===== config.mk =====
export PLATFORM = sky130hd
export DESIGN_NAME = conv_line_buffer
export DESIGN_NICKNAME = d
export VERILOG_FILES = /design/src/rtl/conv_line_buffer.sv
export SDC_FILE = /design/constraint.sdc
export NUM_CORES = 1
export LEC_CHECK = 0
export CORE_MARGIN = 3
export CORE_UTILIZATION = 58
export CTS_CLUSTER_DIAMETER = 30
export DETAILED_ROUTE_END_ITERATION = 10
export GPL_TIMING_DRIVEN = 0
export PLACE_DENSITY_LB_ADDON = 0.2
export SYNTH_ARGS = -nofsm -noshare
export SYNTH_HDL_FRONTEND = slang
export SYNTH_SLANG_ARGS = --single-unit

===== constraint.sdc =====
create_clock -name clk -period 15.8 [get_ports clk]
set_clock_uncertainty 0.15 [all_clocks]
set_input_delay 3.16 -clock clk [delete_from_list [all_inputs] [get_ports clk]]
set_output_delay 3.16 -clock clk [all_outputs]
set_load 0.02 [all_outputs]

===== src/rtl/conv_line_buffer.sv =====
// Streaming line buffer and KxK window generator feeding the convolution multiplier.
// Pixels arrive in raster order; valid-only windows are presented once a full neighbourhood exists.
module conv_line_buffer #(
  parameter int BITS        = 9,
  parameter int KERNEL_SIZE = 3,
  parameter int IMG_WIDTH   = 16,
  parameter int IMG_HEIGHT  = 16
) (
  input  logic                                    clk,
  input  logic                                    reset,
  input  logic [BITS-1:0]                         pixel_in,
  input  logic                                    in_valid,
  output logic                                    in_ready,
  output logic [KERNEL_SIZE*KERNEL_SIZE*BITS-1:0] window_out,
  output logic                                    win_valid,
  input  logic                                    win_ready,
  output logic                                    frame_done
);

  localparam int K  = KERNEL_SIZE;
  localparam int CW = $clog2(IMG_WIDTH);
  localparam int RW = $clog2(IMG_HEIGHT);

  logic [CW-1:0]   col;
  logic [RW-1:0]   row;
  logic [BITS-1:0] line_buf [K-1][IMG_WIDTH];
  logic [BITS-1:0] win      [K][K];
  logic [BITS-1:0] slice    [K];
  logic            accept;
  logic            col_last;
  logic            row_last;
  logic            window_pos;

  assign in_ready   = !win_valid || win_ready;
  assign accept     = in_valid && in_ready;
  assign col_last   = (col == CW'(IMG_WIDTH - 1));
  assign row_last   = (row == RW'(IMG_HEIGHT - 1));
  assign window_pos = (row >= RW'(K - 1)) && (col >= CW'(K - 1));

  // Vertical slice for the new right column: oldest line on top, live pixel at the bottom.
  always_comb begin
    for (int r = 0; r < K - 1; r++) begin
      slice[r] = line_buf[K-2-r][IMG_WIDTH-1];
    end
    slice[K-1] = pixel_in;
  end

  always_ff @(posedge clk or posedge reset) begin
    if (reset) begin
      col        <= '0;
      row        <= '0;
      win_valid  <= 1'b0;
      frame_done <= 1'b0;
    end else begin
      frame_done <= accept && col_last && row_last;
      if (accept) begin
        win_valid <= window_pos;
        if (col_last) begin
          col <= '0;
          row <= row_last ? '0 : row + 1'b1;
        end else begin
          col <= col + 1'b1;
        end
      end else if (win_ready) begin
        win_valid <= 1'b0;
      end
    end
  end

  // Cascaded row buffers; data left over from a previous frame is masked by the position counters.
  always_ff @(posedge clk or posedge reset) begin
    if (reset) begin
      for (int i = 0; i < K - 1; i++) begin
        for (int j = 0; j < IMG_WIDTH; j++) begin
          line_buf[i][j] <= '0;
        end
      end
    end else if (accept) begin
      for (int i = 0; i < K - 1; i++) begin
        for (int j = 1; j < IMG_WIDTH; j++) begin
          line_buf[i][j] <= line_buf[i][j-1];
        end
        if (i == 0) begin
          line_buf[i][0] <= pixel_in;
        end else begin
          line_buf[i][0] <= line_buf[i-1][IMG_WIDTH-1];
        end
      end
    end
  end

  always_ff @(posedge clk or posedge reset) begin
    if (reset) begin
      for (int r = 0; r < K; r++) begin
        for (int c = 0; c < K; c++) begin
          win[r][c] <= '0;
        end
      end
    end else if (accept) begin
      for (int r = 0; r < K; r++) begin
        for (int c = 0; c < K - 1; c++) begin
          win[r][c] <= win[r][c+1];
        end
        win[r][K-1] <= slice[r];
      end
    end
  end

  for (genvar gr = 0; gr < K; gr++) begin : g_pack_row
    for (genvar gc = 0; gc < K; gc++) begin : g_pack_col
      assign window_out[(gr*K+gc)*BITS +: BITS] = win[gr][gc];
    end
  end

endmodule


==> metrics, run 1 <==
crit path max fanout=6; Lkg Pwr=roughly 9 nW; min-delay src=line_buf[180]; Min-Delay Path Class=reg -> reg; max cap viols=0; row count=between 50 and 60; Layout area overhead=25.9%; CP Data Arrival Time=around 4400 ps; first-pass GRT wire length=45700 µm; clock buffer depth=3; fmax=between 100 and 150 MHz; routed wire length per instance=around 14 µm; power density cells=193 nW/µm²; largest net degree at the start of global routing=131; crit path time final=7680 ps; Reg-to-Reg End=row[3]; core footprint=21400 µm²; Avg Cell Area, Syn=about 9.0 µm²; TritonCTS clock tree=done; filler-free cell count of the finished design=approximately 1900; routed vias=about 9500; n_diodes=0; flops & latches, synth=325; unrepaired setup endpoints after global routing=false; synthesized area=12900 µm²; Placer Congestion=0.800; post-synth top area cell=dfrtp_1; Synth Instances=roughly 1400; CTS Buf Count=55; First-pass DRT Iterations=5; clk slew on worst S/H paths=around 50 ps; vias in the first global route=around 9700; post_cts resized=0; WL final=26600 µm; NumNets Final=roughly 1600; detailed placement HPWL=16400 µm; CTS Hold Bufs=0; placed inst area=approximately 14000 µm²; postcts setup bufs=0; IO buf count=between 90 and 100; die width=155 µm; Die Y=around 160 µm; Starting DRT DRC Count=between 600 and 700; hold endpoint=line_buf[171]; VDD IR max=between 0.0001 and 0.00015 V; register area share after synthesis=a little over three fifths; Root Buffer=clkbuf_16; status=finished clean; fillcell total=1436; Yosys cell types=23; critical path required time=~12000 ps; via/cell ratio=about 5; DIE AREA=around 24000 µm²; final period utilization=between 40% and 50%; drt drc=0; initial antenna violation count=0; Yosys warnings=0; htree depth=2; Slew HR=about 55%; final instance area=16300 µm²; post-synthesis net count=~1500; boundary pin count=97; Worst-Skew Late Latency=around 540 ps; critical path endpoint category=output port; Setup-failing EPs final=0; Sink Count=roughly 330; total power=about 3.1 mW; Antenna Nets Post-Route=0; Tot GR Track Use=22.8%; Placed Cells=1807; Initial Util=around three fifths; Tightest Pin Transition=roughly 670 ps; reg2reg start=col[1]; R2R setup slack=about 14000 ps; Remaining Overflow, GRT=0; startpoint types=input port; R2R depth=5; share of cells above drive strength 1=roughly an eighth; synth top area cells=dfrtp_1, nand2_1, buf_4; critical path class=in -> out; post-synth top area share=a little over three fifths; hold path depth=2; Final Hold Viols=0; max-slew violations=0
layer usage:
layer	vias to the layer above	track usage (%)	share of wire, %
met1	4654	29.8	42
met3	50	3.89	3.6
met4	0	6.42	2.2
met5	-	0	0
li1	4601	-	-
met2	190	39.9	52
placed cells by master (no fill, tap or decap), types with 3 or more instances in the layout:
cell type,count
o21ai_0,6
clkinvlp_4,11
clkdlybuf4s50_1,96
nand2_1,950
xnor2_1,3
inv_6,5
clkbuf_16,57
buf_4,57
clkbuf_8,6
bufinv_16,9
nand3_1,4
buf_6,36
ha_1,4
buf_2,23
dfrtp_1,325
clkinv_2,7
clkbuf_1,12
stage by stage:
| stage | hold slack [ps] | TNS (ps) | worst slack, ps | utilization [%] |
|---|---|---|---|---|
| 6_report | 300 | 0 | 8120 | 75.9 |
| 5_1_grt | 325 | 0 | 8090 | 75.9 |
| 4_1_cts | 302 | 0 | 8110 | 75.9 |
| 3_5_place_dp | 302 | 0 | 8120 | 66.7 |
| 3_3_place_gp | 295 | -63210 | -214 | 66.4 |
| 2_1_floorplan | 287 | 0 | 3490 | - |
worst max-delay path, cell delays in order:
cell and delay [ps]:
clkdlybuf4s50_1 460, nand2b_4 150, clkdlybuf4s50_1 600
cell families after synthesis:
kind of cell / synth area share [%]
adders and majority gates: 0.388
xor gates and xnor gates: 0.204
AOI/OAI and AO/OA: 0.533
and+or+nand+nor: 28.2
buffers and inverters: 7.69
DFF: 63.0
power breakdown:
part	switching [mW]	internal (mW)
Clock	0.412	0.835
Sequential	0.173	1.09
Combinational	0.344	0.282
Total	0.929	2.21
layout make-up:
type	instances	area (µm²)	area share (%)
Tap cell	275	344	2.12
Sequential cell	325	8130	50.0
Timing Repair Buffer	98	1020	6.25
Inverter	3	18.8	0.115
Multi-Input combinational cell	981	3790	23.3
Clock inverter	35	460	2.83
Buffer	125	982	6.04
Clock buffer	66	1520	9.35
flip-flops by register name (all words and copies together) (netlist names):
name and count:
win_valid 1, col 4, frame_done 1, line_buf 243, window_out 72, row 4
cell usage after synthesis, drive strengths merged:
master,instances
ha,4
nand4,1
clkbuf,9
o21ai,7
buf,116
nand2b,1
nor2,1
a21oi,2
nand3,4
and3,1
xnor2,3
a21o,1
nor3b,1
dfrtp,325
o41ai,1
and2,2
nand2,950
inv,3
nor4,1
o31ai,1
how the worst max path moves through the flow:
stage,end,from,cells after the start
2_1_floorplan,col[0],reset,1
3_3_place_gp,window_out[74],reset,2
3_5_place_dp,in_ready,win_ready,3
4_1_cts,in_ready,win_ready,3
5_1_grt,in_ready,win_ready,3
6_report,in_ready,win_ready,3
Power figures use the tool's default switching activity.
==> run 2: changes to the inputs <==
- clock period: 15.8 -> 7.63 ns (I/O delays scaled with it)
==> metrics, run 2 (synthesized netlist as in run 1, its figures left out) <==
hold slack=303 ps (was 300 ps); boundary pin count=97 (unchanged); min-delay src=line_buf[54] (was line_buf[180]); final period utilization=57.7%; CTS Buf Count=57 (was 55); Remaining Overflow, GRT=0 (unchanged); routed wire length per instance=14.1 µm (was 14.0 µm); Placer Congestion=0.793 (was 0.800); DIE AREA=24100 µm² (unchanged); setup_tns=0 ps (unchanged); routed vias=9585 (was 9495); fmax=approximately 230 MHz; via/cell ratio=4.99 (was 4.98); crit path max fanout=6 (unchanged); largest net degree at the start of global routing=44 (was 131); Layout area overhead=27.1% (was 25.9%); crit path time final=4400 ps; max-slew violations=0 (unchanged); post_cts resized=0 (unchanged); Slew HR=38.8% (was 55.5%); CP startpoint=win_ready (unchanged); IO buf count=96 (unchanged); reg2reg start=col[1] (unchanged); critical path endpoint category=output port (unchanged); VDD IR max=0.000274 V (was 0.000111 V); startpoint types=input port (unchanged); vias in the first global route=9905 (was 9737); Tightest Pin Transition=917 ps (was 668 ps); TritonCTS clock tree=done (unchanged); final instance area=16400 µm² (was 16300 µm²); CP Data Arrival Time=2720 ps (was 4370 ps); placed inst area=14400 µm² (was 14300 µm²); max reg flops=243 (unchanged); GR peak layer=met2 (unchanged); status=finished clean (unchanged); filler-free cell count of the finished design=1921 (was 1908); commonest cells after routing, fill and taps aside=nand2_1, dfrtp_1, clkdlybuf4s50_1, clkbuf_16, buf_4 (was nand2_1, dfrtp_1, clkdlybuf4s50_1, buf_4, clkbuf_16); Global Route met2 Usage=41.3% (was 39.9%); CTS Hold Bufs=0 (unchanged); htree depth=2 (unchanged); postcts setup bufs=0 (unchanged); detailed placement HPWL=16900 µm (was 16400 µm); Placed Cells=1813 (was 1807); Antenna Nets Post-Route=0 (unchanged); WL final=27000 µm (was 26600 µm); First-pass DRT Iterations=7 (was 5); share of cells above drive strength 1=13.9% (was 13.3%); met1 Resource Use GR=29.8% (about the same); Root Buffer=clkbuf_16 (unchanged); Biggest register=line_buf (unchanged); core footprint=21400 µm² (unchanged); Setup-failing EPs final=0 (unchanged); n_diodes=0 (unchanged); max cap viols=0 (unchanged); Lkg Pwr=9.12 nW (was 9.04 nW); Die Y=155 µm (unchanged); initial antenna violation count=0 (unchanged); critical path required time=5950 ps (was 12490 ps); clk slew on worst S/H paths=50 ps (about the same); first-pass GRT wire length=46700 µm (was 45700 µm); R2R setup slack=5950 ps (was 14120 ps); Min-Delay Path Class=reg -> reg (unchanged); Worst-Skew Late Latency=550 ps (was 540 ps); row count=53 (unchanged); met3 Use GR=3.95% (was 3.89%); die width=155 µm (unchanged); Tot GR Track Use=23.2% (was 22.8%); utilization after layout=76.6% (was 75.9%); Starting DRT DRC Count=541 (was 638); NumNets Final=1614 (was 1606); critical path class=in -> out (unchanged); Sink Count=325 (unchanged); commonest non-fill, non-tap cell in the layout=nand2_1 (unchanged); unrepaired setup endpoints after global routing=false (unchanged); clock buffer depth=3 (unchanged); drt drc=0 (unchanged); power density cells=399 nW/µm² (was 193 nW/µm²); Initial Util=60.3% (unchanged); Final Hold Viols=0 (unchanged)
[run 2: critical path: stages]
cell,delay [ps]
clkdlybuf4s50_1,450
nand2b_4,140
clkdlybuf4s50_1,600
[run 2: final timing paths]
path	to	cells after the start
max	in_ready	3
max reg2reg	row[3]	5
min in group asynchronous	window_out[0]	2
max in group asynchronous	line_buf[211]	4
min reg2reg	line_buf[45]	2
min	line_buf[45]	2
[run 2: power breakdown]
part / internal, mW / total (mW) / switching (mW)
clock: 1.75 / 2.63 / 0.881
combinational: 0.588 / 1.30 / 0.716
sequential: 2.27 / 2.62 / 0.355
[run 2: final cells by class]
type | count | area (µm²)
buffer | 125 | 982
inverter | 3 | 15.0
clock inverter | 38 | 455
clock buffer | 70 | 1580
fill | 1404 | 5000
sequential | 325 | 8130
timing repair buffer | 104 | 1120
multi-input combinational | 981 | 3790
tap | 275 | 344
[run 2: routing by layer]
metal / wire [µm] / up-vias
met5: 0 / -
met1: 11600 / 4754
met2: 14100 / 168
li1: - / 4628
met3: 907 / 35
met4: 431 / 0
[run 2: metrics by stage]
step / total power, mW / worst slack, ps
floorplan: 3.45 / 1620
global placement: 3.87 / -498
detailed placement: 3.93 / 3220
CTS: 6.60 / 3230
global route: 6.91 / 3200
finish: 6.56 / 3230
